## src/rtl/sram_arbiter_pkg.sv

```systemverilog
// Shared encodings for the SRAM arbiter: access sizes, FSM states, port IDs.
// Also provides the access-size-to-byte-count helper used by the range check.
package sram_arbiter_pkg;

  localparam logic [1:0] SZ_BYTE = 2'b00;
  localparam logic [1:0] SZ_HALF = 2'b01;
  localparam logic [1:0] SZ_WORD = 2'b10;
  localparam logic [1:0] SZ_BAD  = 2'b11;

  typedef enum logic [1:0] {
    ST_IDLE   = 2'd0,
    ST_RESP   = 2'd1,
    ST_RMW_WR = 2'd2,
    ST_ERR    = 2'd3
  } state_t;

  typedef enum logic {
    PORT_IF = 1'b0,
    PORT_D  = 1'b1
  } port_t;

  // The illegal size still maps to 4 bytes; it is rejected separately.
  function automatic logic [2:0] access_bytes(input logic [1:0] size);
    case (size)
      SZ_BYTE: access_bytes = 3'd1;
      SZ_HALF: access_bytes = 3'd2;
      default: access_bytes = 3'd4;
    endcase
  endfunction

endpackage

```

## src/rtl/sram_arbiter_load_extend.sv

```systemverilog
// Load data formatter: picks byte/half/word from the low end of a read word
// and sign- or zero-extends it. Shared with the cache fill path.
module load_extend
  import sram_arbiter_pkg::*;
#(
  parameter int DATA_W = 32
) (
  input  logic [DATA_W-1:0] i_rdata,
  input  logic [1:0]        i_size,
  input  logic              i_unsigned,
  output logic [DATA_W-1:0] o_data
);

  always_comb begin
    o_data = i_rdata;
    case (i_size)
      SZ_BYTE: o_data = {{(DATA_W-8){!i_unsigned && i_rdata[7]}}, i_rdata[7:0]};
      SZ_HALF: o_data = {{(DATA_W-16){!i_unsigned && i_rdata[15]}}, i_rdata[15:0]};
      default: o_data = i_rdata;
    endcase
  end

endmodule

```

## src/rtl/sram_arbiter.sv

```systemverilog
// Shares one single-port SRAM between the fetch (IF) and load/store (D) ports.
// One transaction at a time, round-robin on conflict, RMW for sub-word stores.
module sram_arbiter
  import sram_arbiter_pkg::*;
#(
  parameter int ADDR_W = 16,
  parameter int DATA_W = 32
) (
  input  logic              clk,
  input  logic              rst,
  input  logic              if_req_valid,
  output logic              if_req_ready,
  input  logic [ADDR_W-1:0] if_addr,
  output logic              if_resp_valid,
  output logic [DATA_W-1:0] if_resp_data,
  output logic              if_resp_err,
  input  logic              d_req_valid,
  output logic              d_req_ready,
  input  logic [ADDR_W-1:0] d_addr,
  input  logic              d_wr,
  input  logic [1:0]        d_size,
  input  logic              d_unsigned,
  input  logic [DATA_W-1:0] d_wdata,
  output logic              d_resp_valid,
  output logic [DATA_W-1:0] d_resp_data,
  output logic              d_resp_err,
  output logic              sram_enable,
  output logic              sram_wr,
  output logic [ADDR_W-1:0] sram_addr,
  output logic [DATA_W-1:0] sram_wdata,
  input  logic [DATA_W-1:0] sram_rdata,
  output state_t            dbg_state
);

  // Handshake: a request transfers in the cycle where *_req_valid and
  // *_req_ready are both high; ready is only ever high in IDLE for the
  // port that wins arbitration, and responses cannot be stalled.

  state_t            r_state;
  state_t            w_state_nxt;
  port_t             r_last_grant;
  port_t             r_port;
  logic [ADDR_W-1:0] r_addr;
  logic              r_wr;
  logic [1:0]        r_size;
  logic              r_unsigned;
  logic [15:0]       r_wdata;

  logic              w_if_sel;
  logic              w_d_sel;
  logic              w_grant;
  port_t             w_g_port;
  logic [ADDR_W-1:0] w_g_addr;
  logic              w_g_wr;
  logic [1:0]        w_g_size;
  logic [ADDR_W:0]   w_g_end;
  logic              w_g_err;
  logic [DATA_W-1:0] w_load_data;
  logic [DATA_W-1:0] w_merge;

  assign dbg_state = r_state;

  // IF wins when it is alone or when D won the previous grant.
  assign w_if_sel = (r_state == ST_IDLE) && if_req_valid &&
                    (!d_req_valid || (r_last_grant == PORT_D));
  assign w_d_sel  = (r_state == ST_IDLE) && d_req_valid && !w_if_sel;
  assign w_grant  = w_if_sel || w_d_sel;

  assign w_g_port = w_if_sel ? PORT_IF : PORT_D;
  assign w_g_addr = w_if_sel ? if_addr : d_addr;
  assign w_g_wr   = w_d_sel && d_wr;
  assign w_g_size = w_if_sel ? SZ_WORD : d_size;
  assign w_g_end  = {1'b0, w_g_addr} + (ADDR_W+1)'(access_bytes(w_g_size));
  assign w_g_err  = (w_g_size == SZ_BAD) || (w_g_end > {1'b1, {ADDR_W{1'b0}}});

  // The read window starts at the access address, so new data sits at the low end.
  assign w_merge = (r_size == SZ_BYTE) ? {sram_rdata[DATA_W-1:8],  r_wdata[7:0]}
                                       : {sram_rdata[DATA_W-1:16], r_wdata[15:0]};

  load_extend #(.DATA_W(DATA_W)) u_load_extend (
    .i_rdata    (sram_rdata),
    .i_size     (r_size),
    .i_unsigned (r_unsigned),
    .o_data     (w_load_data)
  );

  always_comb begin
    w_state_nxt   = r_state;
    if_req_ready  = 1'b0;
    d_req_ready   = 1'b0;
    if_resp_valid = 1'b0;
    if_resp_data  = '0;
    if_resp_err   = 1'b0;
    d_resp_valid  = 1'b0;
    d_resp_data   = '0;
    d_resp_err    = 1'b0;
    sram_enable   = 1'b0;
    sram_wr       = 1'b0;
    sram_addr     = '0;
    sram_wdata    = '0;
    case (r_state)
      ST_IDLE: begin
        if (w_grant) begin
          if_req_ready = w_if_sel;
          d_req_ready  = w_d_sel;
          if (w_g_err) begin
            w_state_nxt = ST_ERR;
          end else begin
            sram_enable = 1'b1;
            sram_addr   = w_g_addr;
            if (w_g_wr && (w_g_size == SZ_WORD)) begin
              sram_wr     = 1'b1;
              sram_wdata  = d_wdata;
              w_state_nxt = ST_RESP;
            end else if (w_g_wr) begin
              w_state_nxt = ST_RMW_WR;
            end else begin
              w_state_nxt = ST_RESP;
            end
          end
        end
      end
      ST_RMW_WR: begin
        sram_enable = 1'b1;
        sram_wr     = 1'b1;
        sram_addr   = r_addr;
        sram_wdata  = w_merge;
        w_state_nxt = ST_RESP;
      end
      ST_RESP: begin
        if (r_port == PORT_IF) begin
          if_resp_valid = 1'b1;
          if_resp_data  = sram_rdata;
        end else begin
          d_resp_valid = 1'b1;
          d_resp_data  = r_wr ? '0 : w_load_data;
        end
        w_state_nxt = ST_IDLE;
      end
      ST_ERR: begin
        if (r_port == PORT_IF) begin
          if_resp_valid = 1'b1;
          if_resp_err   = 1'b1;
        end else begin
          d_resp_valid = 1'b1;
          d_resp_err   = 1'b1;
        end
        w_state_nxt = ST_IDLE;
      end
      default: w_state_nxt = ST_IDLE;
    endcase
    // A reset cycle must never touch memory or handshake with a requester.
    if (rst) begin
      if_req_ready  = 1'b0;
      d_req_ready   = 1'b0;
      if_resp_valid = 1'b0;
      if_resp_data  = '0;
      if_resp_err   = 1'b0;
      d_resp_valid  = 1'b0;
      d_resp_data   = '0;
      d_resp_err    = 1'b0;
      sram_enable   = 1'b0;
      sram_wr       = 1'b0;
      sram_addr     = '0;
      sram_wdata    = '0;
    end
  end

  always_ff @(posedge clk) begin
    if (rst) begin
      r_state      <= ST_IDLE;
      r_last_grant <= PORT_D;
      r_port       <= PORT_IF;
      r_addr       <= '0;
      r_wr         <= 1'b0;
      r_size       <= SZ_WORD;
      r_unsigned   <= 1'b0;
      r_wdata      <= '0;
    end else begin
      r_state <= w_state_nxt;
      if (w_grant) begin
        r_last_grant <= w_g_port;
        r_port       <= w_g_port;
        r_addr       <= w_g_addr;
        r_wr         <= w_g_wr;
        r_size       <= w_g_size;
        r_unsigned   <= d_unsigned;
        r_wdata      <= d_wdata[15:0];
      end
    end
  end

endmodule
```

## config.mk

```make
export PLATFORM = sky130hd
export DESIGN_NAME = sram_arbiter
export DESIGN_NICKNAME = d
export VERILOG_FILES = /design/src/rtl/sram_arbiter_pkg.sv /design/src/rtl/sram_arbiter_load_extend.sv /design/src/rtl/sram_arbiter.sv
export SDC_FILE = /design/constraint.sdc
export NUM_CORES = 1
export LEC_CHECK = 0
export ABC_CLOCK_PERIOD_IN_PS = 7650
export BUFFER_PORTS_ARGS = -buffer_cell sky130_fd_sc_hd__buf_2
export CELL_PAD_IN_SITES_DETAIL_PLACEMENT = 0
export CELL_PAD_IN_SITES_GLOBAL_PLACEMENT = 1
export CORE_MARGIN = 2
export CORE_UTILIZATION = 31
export DETAILED_ROUTE_END_ITERATION = 12
export GPL_TIMING_DRIVEN = 0
export MAX_ROUTING_LAYER = met4
export PLACE_DENSITY_LB_ADDON = 0.1
export SETUP_SLACK_MARGIN = 0.3
export SLEW_MARGIN = 40
export SYNTH_ARGS = -nofsm -noshare
export SYNTH_HDL_FRONTEND = slang
export SYNTH_SLANG_ARGS = --single-unit
```

## constraint.sdc

```tcl
create_clock -name clk -period 7.65 [get_ports clk]
set_clock_uncertainty 0.05 [all_clocks]
set_input_delay 0.765 -clock clk [delete_from_list [all_inputs] [get_ports clk]]
set_output_delay 0.765 -clock clk [all_outputs]
set_load 0.02 [all_outputs]
```

# Yosys cells after proc, flatten, opt, wreduce, memory -nomap -nowiden
# Index checks and enable logic that the tools add are counted.
word_totals:
  regBits: 40
  latchBits: 0
  mem_bits_rw: 0
  mem_bits_ro: 0
  input_bits: 104
  output_inout_bits: 122
  elab_cells: 88
  n_memories: 0
op_classes:
  add_sub_neg: 1
  n_mul: 0
  div: 0
  magnitude_cmp: 1
  eq_ne: 8
  n_shift: 0
  mux: 52
  bitwise_logic: 0
  reduce_logical: 18
ops:
  columns: ["op", "count"]
  rows:
  - ["2-to-1 mux 32 bit", 11]
  - ["one-hot mux 32 bit (2 select lines)", 2]
  - ["2-to-1 mux 16 bit", 5]
  - ["one-hot mux 16 bit (2 select lines)", 1]
  - ["2-to-1 mux 1 bit", 24]
  - ["adder 16 x 3 -> 17 bit", 1]
  - ["greater-than comparator 17 bit, second input constant", 1]
  - ["2-to-1 mux 2 bit", 5]
  - ["== test 2 bit, second input constant", 4]
  - ["logical AND 1 bit", 8]
  - ["== test 2 x 1 -> 1 bit, second input constant", 3]
  - ["zero test 2 bit", 3]
  - ["one-hot mux 2 bit (3 select lines)", 1]
  - ["one-hot mux 3 bit (2 select lines)", 1]
  - ["one-hot mux 1 bit (2 select lines)", 2]
  - ["zero test 1 bit", 3]
  - ["logical OR 1 bit", 3]
  - ["!= test 2 bit, second input constant", 1]
  - ["OR reduction 2 bit", 1]

# Logic depth before layout (Yosys ltp)
logic_depth:
  ltp_word: 13
  depth_mapped: 18
  depth_no_buf: 13

# Cells and area by module
# Synthesis repeated with hierarchy kept, for this count alone.
unflattened:
  cells_unflattened: 606
  hier_area_um2: 3997.6
modules_own_cells:
  columns: ["mod", "n_inst", "cells_per_inst", "area_per_inst_um2", "seq_area_each_um2"]
  rows:
  - ["sram_arbiter", 1, 539, 3642.2, 800.8]
  - ["load_extend", 1, 67, 355.3, 0.0]

# Worst setup path before layout
# OpenSTA, ideal clock, no wires.
synth_timing:
  path_type: "input port to output port"
  start: "in if_req_valid"
  end: "out sram_wr"
  t_arrival_ns: 4.703
  required_ns: 6.835
  slack_ns: 2.132
  cell_stages: 16
  n_path_buf: 3
  path_cell_list: "or3b_1 > buf_2 > nor2_2 > clkbuf_1 > mux2i_1 > inv_1 > ha_1 > fa_1 > a21oi_1 > or3_1 > a31oi_1 > a311oi_1 > and4_4 > a21boi_4 > buf_6 > o21ai_0"
synth_between:
  word_cells_on_any_way: 22
  classes_between: "1 x add/sub; 1 x order compare; 3 x eq/ne; 8 x mux; 9 x reduce/logical"
synth_lines:
  columns: ["element", "line", "source"]
  rows:
  - ["from (decl)", "sram_arbiter.sv:11", "input logic if_req_valid,"]
  - ["logical AND 1 bit (2 in series)", "sram_arbiter.sv:64", "assign w_if_sel = (r_state == ST_IDLE) && if_req_valid &&"]
  - ["2-to-1 mux 16 bit", "sram_arbiter.sv:70", "assign w_g_addr = w_if_sel ? if_addr : d_addr;"]
  - ["named net w_g_addr[0]", "sram_arbiter.sv:53", "logic [ADDR_W-1:0] w_g_addr;"]
  - ["adder 16 x 3 -> 17 bit", "sram_arbiter.sv:73", "assign w_g_end = {1'b0, w_g_addr} + (ADDR_W+1)'(access_bytes(w_g_size));"]
  - ["greater-than comparator 17 bit", "sram_arbiter.sv:74", "assign w_g_err = (w_g_size == SZ_BAD) || (w_g_end > {1'b1, {ADDR_W{1'b0}}});"]
  - ["logical OR 1 bit", "sram_arbiter.sv:74", null]
  - ["2-to-1 mux 1 bit", "sram_arbiter.sv:106", "if (w_g_err) begin"]
  - ["2-to-1 mux 1 bit", "sram_arbiter.sv:103", "if (w_grant) begin"]
  - ["one-hot mux 1 bit (2 select lines)", "sram_arbiter.sv:101", "case (r_state)"]
  - ["2-to-1 mux 1 bit", "sram_arbiter.sv:153", "if (rst) begin"]
  - ["to (decl)", "sram_arbiter.sv:28", "output logic sram_wr,"]
# The timed path passes the listed nets, and every way through them passes these cells.

# Worst setup path in the final report
layout_timing:
  start: "in if_req_valid"
  end: "out sram_addr[1]"
layout_between:
  word_cells_on_any_way: 18
  classes_between: "1 x add/sub; 1 x order compare; 2 x eq/ne; 7 x mux; 7 x reduce/logical"
layout_lines:
  columns: ["element", "line", "source"]
  rows:
  - ["logical AND 1 bit (2 in series)", "sram_arbiter.sv:64", null]
  - ["2-to-1 mux 16 bit", "sram_arbiter.sv:70", null]
  - ["named net w_g_addr[0]", "sram_arbiter.sv:53", null]
  - ["adder 16 x 3 -> 17 bit", "sram_arbiter.sv:73", null]
  - ["greater-than comparator 17 bit", "sram_arbiter.sv:74", null]
  - ["logical OR 1 bit", "sram_arbiter.sv:74", null]
  - ["2-to-1 mux 16 bit", "sram_arbiter.sv:106", null]
  - ["2-to-1 mux 16 bit", "sram_arbiter.sv:103", null]
  - ["one-hot mux 16 bit (2 select lines)", "sram_arbiter.sv:101", null]
  - ["2-to-1 mux 16 bit", "sram_arbiter.sv:153", null]
  - ["to (decl)", "sram_arbiter.sv:29", "output logic [ADDR_W-1:0] sram_addr,"]
# The timed path passes the listed nets, and every way through them passes these cells.

==> results.toml <==
[cells_and_area]
fin_nets = 865
layout-drive-gt1-share_pct = 35.6
fin_cells = 901
area_growth_pct = 41.8
diodes = 0

[route]
route.met3.wl_um = 790
dr.max_layer_used = "met4"
drc_errors = 0
wl_um = 14600
drt_iter0_markers = 195
dr.pass1.iters = 4
wl_per_cell_um = 16.2
ant_nets = 0
wirelength_met1_um = 6450
wl_met2_um = 7250
via_count = 4529
vias_per_cell = 5.03

[floorplan]
die_y_um = 111
coreArea_um2 = 11300
dieArea_um2 = 12300
start_util_pct = 31.4
fp.dieW_um = 111
io_pins = 226
rows = 39

[timing]
finalSetupTns_ns = 0
tightestPinTransition_ns = 0.711
drv_slew = 0
min_period_ns = 6.42
fmax_ghz = 0.156
setup_viol = 0
hold_violations = 0
period_share_pct = 83.9
setup_ws_ns = 1.23
max-slew-margin-rel_pct = 52.6
grt_setup_unrepaired = "no"

[worst_setup_path]
r2r_end = "dbg_state[1]"
reg2reg_depth = 17
crit_arrival_ns = 5.60
cpPeakStageDelay_ns = 0.60
startpoint_type = "primary input"
worstPathCellList = "buf_2, or3b_1, buf_2, nor2_2, clkbuf_1, mux2i_1, inv_1, ha_1, fa_1, a21oi_1, o21ai_0, a31oi_1, a311oi_1, and4_4, a21oi_2, buf_2, o21ai_1, buf_2"
path_buf_inv = 6
critical_path_class = "in2out"
crit_top_cell = "buf_2"
cpMaxStageDelayCell = "clkbuf_1"
path_max_fanout = 10
end_kind = "output port"
regToRegStartpoint = "dbg_state[1]"
path_delay_family = "buffers and inverters"
crit_required_ns = 6.84
r2r_slack_ns = 2.61

[job]
max_cap_violations = 0

[synthesis]
synth-async-reset-ratio_pct = 0
ys_ff_latch = 40
syn_area_per_cell_um2 = 6.76
postSynthCellCount = 526
synthDistinctLibCells = 60
synth_edf_count = 0
synthesis.area_um2 = 3560
synth_ff_type = "dfxtp_1"
seq_area_frac_synth_pct = 22.5
yosysWarnings = 0
synth_fp_nets = 634

[clock_tree]
hold_buffers = 0
post_cts_buffers = 0
cts_buffers = 5
cts.sinks = 40
cts_tree = "done"
clk_latency_ns = 0.28
htreeDepth = 2
clk_pin_slew_ns = 0.06
clk_path_buf_depth = 2
cts_resized = 0
clock-root-buffer = "clkbuf_16"

[power]
irDropWorstVdd_mv = 0.109
p_leak_nw = 2.60
power_mw = 0.807
p_per_area_nw_per_um2 = 160

[global_route]
grt_pass1_wl_um = 22400
grtUsageTotal_pct = 23.0
grt_start_max_net_pins = 14
grt_overflow = 0
grt_pass1_vias = 4196
antenna_found_initial = 0

[worst_hold_path]
min-delay-path-class = "reg2reg"
whs_endpoint = "r_wdata[7]"
worstHoldStart = "r_wdata[7]"
hold_path_depth = 2

[placed_design]
dp_hpwl_um = 11900
place_worst_setup_slack_ns = 1.17
placedCellCount = 893
gp_congestion = 0.885
io_buffers = 224

[run_status]
run_status = "completed"
[area by class of cell]
class | count | area [um2]
multi-input cells | 418 | 2470
well taps | 143 | 179
inverters | 28 | 105
clock buffers | 6 | 139
repair buffers | 224 | 1120
flip-flops and latches | 40 | 801
fillers | 1226 | 6280
clock inverters | 2 | 38.8
plain buffers | 40 | 191
[worst min-delay path, stage by stage, from the launching register on]
cell and delay, ns:
dfxtp_1 0.31, nand2_1 0.05, a21oi_1 0.05
[routing by layer]
metal  up-vias  global-route usage (%)
li1       2290                       -
met1      2065                    28.5
met2       164                    40.9
met3        10                    3.44
met4         0                    3.13
met5         -                       -
[cell families after synthesis]
| group | after synthesis | synth area share (%) |
|---|---|---|
| buffers and inverters | 68 | 8.34 |
| XOR/XNOR | 3 | 0.739 |
| adder cells (fa/ha/maj) | 4 | 1.62 |
| AO/OA/AOI/OAI | 149 | 28.7 |
| flip-flops | 40 | 22.5 |
| multiplexers | 19 | 5.38 |
| AND/OR/NAND/NOR | 243 | 32.7 |
[flip-flops by register name (all words and copies together), names as in the netlist]
register      count
r_unsigned        1
r_last_grant      1
r_wdata          16
r_size            2
dbg_state         2
r_port            1
r_addr           16
r_wr              1
[stage by stage]
step	area, um2	hold slack (ns)	util [%]
2_1_floorplan	3560	0.387	-
3_3_place_gp	4860	0.392	42.9
6_report	5040	0.405	44.6
5_1_grt	5040	0.424	44.6
4_1_cts	5030	0.405	44.5
3_5_place_dp	4860	0.397	42.9
[power breakdown]
| part | switching, mW | internal [mW] | total [mW] |
|---|---|---|---|
| sequential | 0.0143 | 0.234 | 0.248 |
| clock | 0.0854 | 0.163 | 0.249 |
| combinational | 0.203 | 0.107 | 0.310 |
| total | 0.303 | 0.505 | 0.807 |
[how the worst max path moves through the flow]
stage / cells past startpoint / endpoint / from
2_1_floorplan: 16 / sram_wr / if_req_valid
3_3_place_gp: 18 / sram_wdata[14] / if_req_valid
3_5_place_dp: 18 / sram_wdata[15] / if_req_valid
4_1_cts: 18 / sram_wdata[15] / if_req_valid
5_1_grt: 18 / sram_addr[2] / if_req_valid
6_report: 18 / sram_addr[1] / if_req_valid
[synth_stat cells (8+ instances only)]
cell | count | area (um2)
a211oi_1 | 17 | 128
a21oi_1 | 53 | 265
and2_1 | 43 | 269
clkbuf_1 | 30 | 113
dfxtp_1 | 40 | 801
inv_1 | 28 | 105
mux2i_1 | 18 | 180
nand2_1 | 114 | 428
nand3_1 | 16 | 80.1
nand4_1 | 8 | 50.1
nor2_1 | 32 | 120
o21ai_0 | 13 | 65.1
o21ai_1 | 11 | 55.1
o22ai_1 | 15 | 93.8
o31ai_2 | 13 | 163
[placed cells by master (no fill, tap or decap), drive strengths merged, types with 3 or more instances in the layout]
cell,n
a211oi,17
a21oi,54
and2,43
buf,234
clkbuf,36
dfxtp,40
ha,3
inv,28
mux2i,18
nand2,115
nand2b,3
nand3,16
nand4,8
nor2,35
nor2b,3
nor3,4
o21a,3
o21ai,24
o22ai,15
o31ai,17
or3,4
xor2,3
Power figures use the tool's default switching activity.
